<file path="config.mk">
export PLATFORM = sky130hd
export DESIGN_NAME = pa_perips_timer_mc_flat
export DESIGN_NICKNAME = d
export VERILOG_FILES = /design/src/rtl/pa_perips_timer_mc_if.sv /design/src/rtl/pa_perips_timer_mc.sv /design/src/flat_wrapper.sv
export SDC_FILE = /design/constraint.sdc
export NUM_CORES = 1
export LEC_CHECK = 0
export BUFFER_PORTS_ARGS = -buffer_cell sky130_fd_sc_hd__buf_2
export CAP_MARGIN = 10
export CORE_ASPECT_RATIO = 1.25
export CORE_MARGIN = 2
export CORE_UTILIZATION = 60
export DETAILED_ROUTE_END_ITERATION = 12
export HOLD_SLACK_MARGIN = 0.02
export PLACE_DENSITY = 0.84
export SYNTH_ARGS = -nofsm -noshare
export SYNTH_HDL_FRONTEND = slang
export SYNTH_SLANG_ARGS = --single-unit
export TNS_END_PERCENT = 20
</file>
<file path="constraint.sdc">
create_clock -name clk_i -period 28.6 [get_ports clk_i]
set_clock_uncertainty 0.15 [all_clocks]
set_input_delay 2.86 -clock clk_i [delete_from_list [all_inputs] [get_ports clk_i]]
set_output_delay 2.86 -clock clk_i [all_outputs]
set_load 0.02 [all_outputs]
</file>
<file path="src/rtl/pa_perips_timer_mc_if.sv">
// Peripheral register bus bundle for the multi-channel timer: byte-addressed
// read/write strobes, write data, registered read data and interrupt outputs.
interface pa_perips_timer_mc_if #(
  parameter int CH_NUM = 4
) ();
  logic [7:0]        addr_i;
  logic              data_rd_i;
  logic              data_we_i;
  logic [31:0]       data_i;
  logic [31:0]       data_o;
  logic              irq_o;
  logic [CH_NUM-1:0] irq_vec_o;

  modport master (
    output addr_i, data_rd_i, data_we_i, data_i,
    input  data_o, irq_o, irq_vec_o
  );

  modport slave (
    input  addr_i, data_rd_i, data_we_i, data_i,
    output data_o, irq_o, irq_vec_o
  );
endinterface

</file>
<file path="src/rtl/pa_perips_timer_mc.sv">
// Multi-channel peripheral timer: CH_NUM prescaled down-counters with
// periodic/one-shot mode, W1C event flags, masked IRQ and phase-aligned start.
module pa_perips_timer_mc #(
  parameter int CH_NUM    = 4,
  parameter int CNT_WIDTH = 32,
  parameter int PSC_WIDTH = 16
) (
  input  logic                  clk_i,
  input  logic                  rst_i,
  pa_perips_timer_mc_if.slave   bus
);

  localparam logic [7:0] A_GSTART = 8'h00;
  localparam logic [7:0] A_ISR    = 8'h04;
  localparam logic [7:0] A_IER    = 8'h08;

  logic [CH_NUM-1:0]    en_q, en_d, oneshot_q, oneshot_d;
  logic [CH_NUM-1:0]    isr_q, isr_d, ier_q, ier_d;
  logic [CH_NUM-1:0]    irq_vec_q, irq_vec_d;
  logic                 irq_q, irq_d;
  logic [PSC_WIDTH-1:0] psc_q [CH_NUM];
  logic [PSC_WIDTH-1:0] psc_d [CH_NUM];
  logic [PSC_WIDTH-1:0] pcnt_q [CH_NUM];
  logic [PSC_WIDTH-1:0] pcnt_d [CH_NUM];
  logic [CNT_WIDTH-1:0] load_q [CH_NUM];
  logic [CNT_WIDTH-1:0] load_d [CH_NUM];
  logic [CNT_WIDTH-1:0] count_q [CH_NUM];
  logic [CNT_WIDTH-1:0] count_d [CH_NUM];
  logic [31:0]          data_o_q, data_o_d, rdata_s;

  logic [CH_NUM-1:0]    ch_hit_s, tick_s, evt_s;
  logic                 wr_gstart_s, wr_isr_s, wr_ier_s;
  logic                 unused_s;

  // Write data bits beyond the configured field widths are deliberately dropped.
  assign unused_s = ^bus.data_i;

  assign bus.data_o    = data_o_q;
  assign bus.irq_o     = irq_q;
  assign bus.irq_vec_o = irq_vec_q;

  // Address decode plus per-channel prescaler tick and counter event detect.
  always_comb begin
    wr_gstart_s = bus.data_we_i && (bus.addr_i == A_GSTART);
    wr_isr_s    = bus.data_we_i && (bus.addr_i == A_ISR);
    wr_ier_s    = bus.data_we_i && (bus.addr_i == A_IER);
    for (int c = 0; c < CH_NUM; c++) begin
      ch_hit_s[c] = (bus.addr_i[7:4] == 4'(c + 1)) && (bus.addr_i[1:0] == 2'b00);
      tick_s[c]   = (pcnt_q[c] == psc_q[c]);
      evt_s[c]    = en_q[c] && tick_s[c] && (count_q[c] == {CNT_WIDTH{1'b0}});
    end
  end

  // Channel next state: counting first, then GSTART, then CR writes override.
  always_comb begin
    en_d      = en_q;
    oneshot_d = oneshot_q;
    psc_d     = psc_q;
    load_d    = load_q;
    count_d   = count_q;
    pcnt_d    = pcnt_q;
    for (int c = 0; c < CH_NUM; c++) begin
      if (en_q[c]) begin
        if (tick_s[c]) begin
          pcnt_d[c] = {PSC_WIDTH{1'b0}};
          if (count_q[c] != {CNT_WIDTH{1'b0}}) begin
            count_d[c] = count_q[c] - CNT_WIDTH'(1);
          end else if (oneshot_q[c]) begin
            en_d[c] = 1'b0;
          end else begin
            count_d[c] = load_q[c];
          end
        end else begin
          pcnt_d[c] = pcnt_q[c] + PSC_WIDTH'(1);
        end
      end else begin
        pcnt_d[c] = {PSC_WIDTH{1'b0}};
      end

      if (wr_gstart_s && bus.data_i[c] && !en_q[c]) begin
        en_d[c]    = 1'b1;
        count_d[c] = load_q[c];
        pcnt_d[c]  = {PSC_WIDTH{1'b0}};
      end else begin
        en_d[c] = en_d[c];
      end

      if (bus.data_we_i && ch_hit_s[c]) begin
        case (bus.addr_i[3:2])
          2'b00: begin
            en_d[c]      = bus.data_i[0];
            oneshot_d[c] = bus.data_i[1];
            // A one-shot that expires in this cycle counts as idle, so EN=1 restarts it.
            if (bus.data_i[0] && (!en_q[c] || (evt_s[c] && oneshot_q[c]))) begin
              count_d[c] = load_q[c];
              pcnt_d[c]  = {PSC_WIDTH{1'b0}};
            end else begin
              count_d[c] = count_d[c];
            end
          end
          2'b01:   psc_d[c]  = bus.data_i[PSC_WIDTH-1:0];
          2'b10:   load_d[c] = bus.data_i[CNT_WIDTH-1:0];
          default: count_d[c] = count_d[c];
        endcase
      end else begin
        load_d[c] = load_d[c];
      end
    end
  end

  // Event flags (set beats W1C), enables and the masked interrupt outputs.
  always_comb begin
    if (wr_isr_s) begin
      isr_d = (isr_q & ~bus.data_i[CH_NUM-1:0]) | evt_s;
    end else begin
      isr_d = isr_q | evt_s;
    end
    if (wr_ier_s) begin
      ier_d = bus.data_i[CH_NUM-1:0];
    end else begin
      ier_d = ier_q;
    end
    irq_vec_d = isr_d & ier_d;
    irq_d     = |irq_vec_d;
  end

  // Read mux over the pre-edge register state; data_o holds when not reading.
  always_comb begin
    rdata_s = 32'h0000_0000;
    if (bus.addr_i == A_GSTART) begin
      rdata_s[CH_NUM-1:0] = en_q;
    end else if (bus.addr_i == A_ISR) begin
      rdata_s[CH_NUM-1:0] = isr_q;
    end else if (bus.addr_i == A_IER) begin
      rdata_s[CH_NUM-1:0] = ier_q;
    end else begin
      for (int c = 0; c < CH_NUM; c++) begin
        if (ch_hit_s[c]) begin
          case (bus.addr_i[3:2])
            2'b00:   rdata_s[1:0]           = {oneshot_q[c], en_q[c]};
            2'b01:   rdata_s[PSC_WIDTH-1:0] = psc_q[c];
            2'b10:   rdata_s[CNT_WIDTH-1:0] = load_q[c];
            default: rdata_s[CNT_WIDTH-1:0] = count_q[c];
          endcase
        end else begin
          rdata_s = rdata_s;
        end
      end
    end
    if (bus.data_rd_i) begin
      data_o_d = rdata_s;
    end else begin
      data_o_d = data_o_q;
    end
  end

  // State registers; reset aborts every channel without raising an event.
  always_ff @(posedge clk_i or posedge rst_i) begin
    if (rst_i) begin
      en_q      <= {CH_NUM{1'b0}};
      oneshot_q <= {CH_NUM{1'b0}};
      isr_q     <= {CH_NUM{1'b0}};
      ier_q     <= {CH_NUM{1'b0}};
      irq_vec_q <= {CH_NUM{1'b0}};
      irq_q     <= 1'b0;
      data_o_q  <= 32'h0000_0000;
      for (int c = 0; c < CH_NUM; c++) begin
        psc_q[c]   <= {PSC_WIDTH{1'b0}};
        pcnt_q[c]  <= {PSC_WIDTH{1'b0}};
        load_q[c]  <= {CNT_WIDTH{1'b0}};
        count_q[c] <= {CNT_WIDTH{1'b0}};
      end
    end else begin
      en_q      <= en_d;
      oneshot_q <= oneshot_d;
      isr_q     <= isr_d;
      ier_q     <= ier_d;
      irq_vec_q <= irq_vec_d;
      irq_q     <= irq_d;
      data_o_q  <= data_o_d;
      psc_q     <= psc_d;
      pcnt_q    <= pcnt_d;
      load_q    <= load_d;
      count_q   <= count_d;
    end
  end

endmodule

</file>
<file path="src/flat_wrapper.sv">
// flat-port wrapper written by rule: the top's interface ports become plain ports
module pa_perips_timer_mc_flat 
#(
  parameter int CH_NUM    = 4,
  parameter int CNT_WIDTH = 32,
  parameter int PSC_WIDTH = 16
)
  (clk_i, rst_i, bus_addr_i, bus_data_rd_i, bus_data_we_i, bus_data_i, bus_data_o, bus_irq_o, bus_irq_vec_o);
  pa_perips_timer_mc_if #(.CH_NUM(CH_NUM)) bus_i ();
  input  logic clk_i;
  input  logic rst_i;
  input wire logic [$bits(bus_i.addr_i)-1:0] bus_addr_i;
  input wire logic [$bits(bus_i.data_rd_i)-1:0] bus_data_rd_i;
  input wire logic [$bits(bus_i.data_we_i)-1:0] bus_data_we_i;
  input wire logic [$bits(bus_i.data_i)-1:0] bus_data_i;
  output wire logic [$bits(bus_i.data_o)-1:0] bus_data_o;
  output wire logic [$bits(bus_i.irq_o)-1:0] bus_irq_o;
  output wire logic [$bits(bus_i.irq_vec_o)-1:0] bus_irq_vec_o;
  assign bus_i.addr_i = bus_addr_i;
  assign bus_i.data_rd_i = bus_data_rd_i;
  assign bus_i.data_we_i = bus_data_we_i;
  assign bus_i.data_i = bus_data_i;
  assign bus_data_o = bus_i.data_o;
  assign bus_irq_o = bus_i.irq_o;
  assign bus_irq_vec_o = bus_i.irq_vec_o;
  pa_perips_timer_mc #(.CH_NUM(CH_NUM), .CNT_WIDTH(CNT_WIDTH), .PSC_WIDTH(PSC_WIDTH)) u_core (.clk_i(clk_i), .rst_i(rst_i), .bus(bus_i));
endmodule
</file>
==> results of run 1 <==
sequential cells by signal, summed over array words and instances (netlist names):
register and flops:
u_core.pcnt_q 64, u_core.load_q 128, u_core.bus.irq_o 1, u_core.bus.irq_vec_o 4, u_core.en_q 4, u_core.oneshot_q 4
u_core.isr_q 4, u_core.count_q 128, u_core.psc_q 64, u_core.ier_q 4, u_core.bus.data_o 32
worst min path at each step:
stage | start | end | slack, ns | cells past startpoint
6_report | u_core.isr_q[0]$_DFF_PP0_ | u_core.isr_q[0]$_DFF_PP0_ | 0.35 | 2
5_1_grt | u_core.isr_q[0]$_DFF_PP0_ | u_core.isr_q[0]$_DFF_PP0_ | 0.38 | 2
4_1_cts | u_core.isr_q[0]$_DFF_PP0_ | u_core.isr_q[0]$_DFF_PP0_ | 0.34 | 2
3_5_place_dp | u_core.isr_q[0]$_DFF_PP0_ | u_core.isr_q[0]$_DFF_PP0_ | 0.33 | 2
3_3_place_gp | u_core.isr_q[0]$_DFF_PP0_ | u_core.isr_q[0]$_DFF_PP0_ | 0.32 | 2
2_1_floorplan | u_core.isr_q[0]$_DFF_PP0_ | u_core.isr_q[0]$_DFF_PP0_ | 0.30 | 2
layer usage:
metal  share of wire, %  track usage (%)  wire length [um]  vias to the layer above
li1                   -                -                 -                     9890
met1                 37             53.1             33800                    11300
met5                  0                0                 0                        -
met2                 44             60.2             39800                     1609
met4                8.5             29.1              7710                        0
met3                 10             7.53              9510                      380
placed cells by master (no fill, tap or decap), drive strengths merged, types with 35 or more instances in the layout:
cell type and count:
nor2 220, o21ai 127, mux2 237, nand3 82, buf 124, mux2i 119, xor2 53, xnor2 58
a22oi 59, or3 35, clkbuf 66, nor3 65, nand2 149, nor4 61, a21oi 89, dfrtp 437
inv 92, o22ai 54, nand4 75
area by class of cell:
type                            count  area [um2]  share of cell area [%]
Multi-Input combinational cell   1922       13900                    49.2
Tap cell                          565         707                    2.51
Timing Repair Buffer              124         746                    2.65
Inverter                           94         360                    1.28
Clock buffer                       66        1340                    4.75
Clock inverter                     15         238                   0.844
Sequential cell                   437       10900                    38.8
critical path, stage by stage:
cell and delay [ns]:
buf_4 0.41, buf_4 0.56, nor2_1 0.22, nand2_1 0.16, a2111oi_1 1.02, a31o_2 0.82, a21oi_1 0.18, a2bb2oi_1 0.20
through the flow:
| stage | hold WS [ns] | setup WS [ns] | cells |
|---|---|---|---|
| after detailed placement | 0.328 | 22.00 | 3141 |
| after global placement | 0.315 | 22.08 | 3141 |
| after global routing | 0.377 | 22.25 | 3223 |
| after CTS | 0.344 | 22.58 | 3222 |
| final | 0.346 | 22.44 | 3223 |
| after floorplan | 0.297 | 13.42 | 2636 |
cell families (layout without fill, tap and decap cells):
group / count (synthesis) / count (layout) / share of synthesized area, %
flops: 437 / 437 / 42.3
xor+xnor: 111 / 111 / 3.76
buf+inv: 277 / 299 / 4.35
fa+ha+maj: 8 / 8 / 0.387
compound gates: 630 / 630 / 17.0
simple gates: 809 / 809 / 16.4
mux: 364 / 364 / 15.8
power breakdown:
part | internal, mW | switching (mW) | total [mW]
combinational | 0.108 | 0.193 | 0.302
clock | 0.378 | 0.262 | 0.641
sequential | 0.665 | 0.0755 | 0.740
==> impl_metrics.toml, run 1 <==
[yosys]
synthDistinctLibCells = 89
synth.top_cells.by_area = "dfrtp_1 (42%), mux2_2 (9.8%), mux2i_1 (4.6%)"
netlist_instances = 2636
post-synth-top-area-fraction_pct = 42.3
synth_top_cells_by_count = "dfrtp_1 (437), mux2_2 (225), nor2_1 (218), nand2_1 (149), clkbuf_1 (130)"
synthArstFlopShare_pct = 100
post_synthesis_instance_area_um2 = 25900
synth_edf_count = 0
syn-num-nets = 2688
ys.flop_type = "dfrtp_1"
synth_most_common_cell = "dfrtp_1"
yosysWarnings = 0
synth.largest_area_cell = "dfrtp_1"
yosys_register_bits = 437
synth_seq_area_share_pct = 42.3
synth_area_per_cell_um2 = 9.81

[sta]
layout_worst_path_cycle_share_pct = 21.5
setup_tns_ns = 0
timing_hold_violations_final = 0
tightestPinTransition_ns = 1.16
period_needed_ns = 6.16
maxSlewHeadroom_pct = 22.4
maxSlewViolCount = 0
maxClockFrequency_mhz = 162
rsz_0062_raised_after_global_routing = "no"
timing.final.setup_violations = 0

[die]
floorplan.die_area_um2 = 44800
dieHeight_um = 236
die_w_um = 190
core_outline_area_um2 = 42800
initial_utilization_pct = 60.5
num_io_pins = 81
placement_rows = 85

[final_layout]
synthToLayoutAreaGrowth_pct = 9.00
finish.net_count = 2676
final_design_area_no_fill_um2 = 28200
n_fill_cell = 3362
post-route-util_pct = 65.9
drive_gt1_share_pct = 18.7
diodes = 0

[worst_setup_path]
cp-end-kind = "flop"
cp-startpoint = "bus_addr_i[2]"
reg2regPathDepth = 9
rr_endpoint = "u_core.bus.irq_o$_DFF_PP0_"
crit_end = "u_core.count_q[121]$_DFF_PP0_"
timing.reg2reg.setup_slack_ns = 24.32
critical_path.max_fanout = 65
critPathArrivalTime_ns = 6.47
timing.critical_path.from_type = "input pin"
r2r_start = "u_core.count_q[32]$_DFF_PP0_"
critPathRequiredTime_ns = 28.92
timing.setup.critical_path_class = "in -> reg"

[clocking]
clk_path_buf_depth = 3
cts_num_sinks = 437
tritoncts_clock_tree = "built"
clock_insertion_delay_worst_skew_ns = 0.59
cts_post_setup_buffers_inserted = 0
cts_hold_repair.buffers = 0
clk_pin_slew_ns = 0.06
cts.htree.levels = 2
cts.root.buffer_cell = "clkbuf_16"
number_of_buffers_inserted_during_clock_tree_synthesis = 45
post_cts_resized = 0

[hold_path]
hold_class = "reg -> reg"

[global_routing]
first_global_vias = 22400
grtUsageTotal_pct = 40.4
grt_max_degree = 178
number_of_antenna_violations_at_the_first_check_in_global_routing = 0
globalRouteOverflowTotal = 0
grt_pass1_wl_um = 138000

[routing]
drt_iter0_markers = 3171
post_drt_via_cell_ratio = 7.20
count_of_unresolved_drc_violations_after_routing = 0
drt_first_pass_iters = 6
post_drt_wl_per_cell_um = 28.2
detailroute.via_count = 23200
routed_wl_um = 90800
final_antenna_net_count = 0

[placed_design]
detailed_place_hpwl_um = 62800
standard_cell_area_after_detailed_placement_um2 = 26600
port-buffer-count = 80
routabilityCongestion = 1.04

[pwr]
power.density_cell_area_nw_per_um2 = 59.7
power_leakage_nw = 12.0
fin_total_pwr_mw = 1.68
max-vdd-ir-drop_v = 0.0000558

[status]
status = "finished, final reports clean"

[job]
drv_cap = 0
Power figures use the tool's default switching activity.
==> inputs of run 2 (changes only) <==
--- a/config.mk
+++ b/config.mk
@@ -5,14 +5,15 @@
 export SDC_FILE = /design/constraint.sdc
 export NUM_CORES = 1
 export LEC_CHECK = 0
+export ABC_AREA = 1
 export BUFFER_PORTS_ARGS = -buffer_cell sky130_fd_sc_hd__buf_2
 export CAP_MARGIN = 10
 export CORE_ASPECT_RATIO = 1.25
 export CORE_MARGIN = 2
-export CORE_UTILIZATION = 60
+export CORE_UTILIZATION = 58
 export DETAILED_ROUTE_END_ITERATION = 12
 export HOLD_SLACK_MARGIN = 0.02
-export PLACE_DENSITY = 0.84
+export PLACE_DENSITY = 0.85
 export SYNTH_ARGS = -nofsm -noshare
 export SYNTH_HDL_FRONTEND = slang
 export SYNTH_SLANG_ARGS = --single-unit
==> constraint.sdc (replaced) <==
create_clock -name clk_i -period 5.6 [get_ports clk_i]
set_clock_uncertainty 0.15 [all_clocks]
set_input_delay 0.56 -clock clk_i [delete_from_list [all_inputs] [get_ports clk_i]]
set_output_delay 0.56 -clock clk_i [all_outputs]
set_load 0.02 [all_outputs]
==> run 2 against run 1 <==
  * Non-clock buffer count down 10
  * Via count increased by 29%
  * Total power rose to 6.1 times the previous value
  * Synthesized cell count is 61% higher
  * Core utilization down 2.5 points
  * Sequential power rose to 5.7 times the previous value
  * Combinational power grew to 9.2 times the previous value
  * Clock-buffer cell count grew 1
  * Critical path type is now reg -> reg
  * Largest power group unchanged
==> impl_metrics.toml, run 2 <==
[sta]
rsz_0062_raised_after_global_routing = "no"
worst_hold_slack_ns = 0.163
maxSlewViolCount = 0
tightestPinTransition_ns = 1.19
maxClockFrequency_mhz = 270
maxSlewHeadroom_pct = 20.9
timing.final.setup_violations = 0
timing_hold_violations_final = 0
layout_worst_path_cycle_share_pct = 66.1
period_needed_ns = 3.70
post-route-worst-setup-slack_ns = 1.90

[die]
placement_rows = 90
core_outline_area_um2 = 48300
die_w_um = 202
initial_utilization_pct = 58.6
dieHeight_um = 251
floorplan.die_area_um2 = 50600
num_io_pins = 81

[clocking]
cts_post_setup_buffers_inserted = 0
clock_insertion_delay_worst_skew_ns = 0.65
cts.htree.levels = 2
post_cts_resized = 0
tritoncts_clock_tree = "built"
number_of_buffers_inserted_during_clock_tree_synthesis = 48
cts.root.buffer_cell = "clkbuf_16"
clk_pin_slew_ns = 0.06
cts_num_sinks = 437
cts_hold_repair.buffers = 1
clk_path_buf_depth = 3

[yosys]
syn-num-nets = 4292
synth_seq_area_share_pct = 38.6
synthDistinctLibCells = 56
ys.flop_type = "dfrtp_1"
synth_top_cells_by_count = "nand2_1 (1236), nor2_1 (634), o21ai_0 (460), dfrtp_1 (437), inv_1 (353)"
yosysWarnings = 0
synth.top_cells.by_area = "dfrtp_1 (39%), nand2_1 (16%), nor2_1 (8.4%)"
synth_edf_count = 0
yosys_register_bits = 437
synthArstFlopShare_pct = 100
post-synth-top-area-fraction_pct = 38.6
synth.largest_area_cell = "dfrtp_1"
post_synthesis_instance_area_um2 = 28300
synth_most_common_cell = "nand2_1"
netlist_instances = 4240
synth_area_per_cell_um2 = 6.68

[worst_setup_path]
critPathArrivalTime_ns = 4.07
cp-end-kind = "flop"
timing.critical_path.from_type = "flop"
timing.setup.critical_path_class = "reg -> reg"
critPathRequiredTime_ns = 5.97
critical_path.max_fanout = 12

[hold_path]
hold_class = "in -> reg"

[global_routing]
grtUsageTotal_pct = 40.4
number_of_antenna_violations_at_the_first_check_in_global_routing = 7
grt_pass1_wl_um = 158000
first_global_vias = 28200
globalRouteOverflowTotal = 0
grt_max_degree = 138

[pwr]
power_leakage_nw = 14.5
power.density_cell_area_nw_per_um2 = 336
max-vdd-ir-drop_v = 0.000275

[placed_design]
port-buffer-count = 80
detailed_place_hpwl_um = 72100
routabilityCongestion = 1.08
preCtsSetupSlack_ns = 1.57

[routing]
post_drt_via_cell_ratio = 6.11
detailroute.via_count = 29900
post_drt_wl_per_cell_um = 20.9
drt_iter0_markers = 3442
drt_first_pass_iters = 6
routed_wl_um = 102000
final_antenna_net_count = 0
count_of_unresolved_drc_violations_after_routing = 0

[job]
drv_cap = 0

[final_layout]
final_common_cell = "nand2_1"
finish.net_count = 4264
final_cell_mix = "nand2_1 (1230), nor2_1 (631), o21ai_0 (460)"
drive_gt1_share_pct = 6.71
largestRegisters = "u_core.count_q (128), u_core.load_q (128)"
synthToLayoutAreaGrowth_pct = 8.16
post-route-util_pct = 63.4

[status]
status = "finished, final reports clean"
[run 2: cell types whose count changed in the layout (fill, tap and decap cells not counted), moves of 35 or more]
cell	delta
mux2i_1	-107
nor2_1	+415
o21ai_0	+338
inv_1	+262
nand3_1	+162
a21oi_1	+93
nand2_1	+1081
nor4_1	-43
a22oi_1	-56
nand4_1	-35
o211ai_1	+39
mux2_2	-225
[run 2: where the power goes]
part	total (mW)	switching (mW)	internal, mW
combinational	2.79	1.85	0.937
clock	3.29	1.42	1.87
sequential	4.20	0.641	3.56
[run 2: area by class of cell]
type                    instances  area (um2)
clock buffers                  67        1340
repair buffers                114         696
clock inverters                17         260
flip-flops and latches        437       10900
fillers                      4395       17700
well taps                     644         806
inverters                     376        1420
diodes                          5        12.5
multi-input cells            3235       15200
[run 2: layer usage]
| layer | track usage (%) | routed length [um] |
|---|---|---|
| met1 | 48.3 | 35700 |
| met2 | 64.7 | 47000 |
| met3 | 8.54 | 11300 |
| met4 | 29.1 | 8370 |
| met5 | 0 | 10 |
[run 2: stage by stage]
step	total power, mW	cells	TNS [ns]	instance area (um2)
after CTS	10.2	4890	0	30600
after detailed placement	6.92	4805	0	29000
final	10.3	4895	0	30600
after global routing	10.8	4895	0	30600
after global placement	6.86	4805	0	29000
after floorplan	6.10	4240	-442.81	28300
[run 2: cell families after synthesis]
kind of cell	share of synthesized area, %
and+or+nand+nor	33.2
AOI/OAI and AO/OA	16.2
buffers and inverters	7.97
DFF	38.6
xor gates and xnor gates	3.31
muxes	0.424
adders and majority gates	0.353
[run 2: path summary, 6_finish.rpt]
kind,from,endpoint,slack [ns],cells past startpoint
min,bus_data_rd_i,u_core.bus.data_o[4]$_DFFE_PP0P_,0.16,3
min in group asynchronous,rst_i,u_core.psc_q[6]$_DFFE_PP0P_,0.50,3
max in group asynchronous,rst_i,u_core.count_q[116]$_DFF_PP0_,3.53,4
max reg2reg,u_core.count_q[64]$_DFF_PP0_,u_core.count_q[87]$_DFF_PP0_,1.90,13
max,u_core.count_q[64]$_DFF_PP0_,u_core.count_q[87]$_DFF_PP0_,1.90,13
min reg2reg,u_core.bus.data_o[21]$_DFFE_PP0P_,u_core.bus.data_o[21]$_DFFE_PP0P_,0.32,2
[run 2: critical path, cell delays in order, from the launching register on]
cell	delay, ns
dfrtp_1	0.50
inv_1	0.24
ha_1	0.25
nand2_1	0.16
inv_1	0.09
nand2_1	0.11
inv_1	0.09
nand2_1	0.08
nor2_1	0.81
nand4_1	0.68
nor2_1	0.24
nor2_1	0.07
nand2_1	0.08
nand2_1	0.04
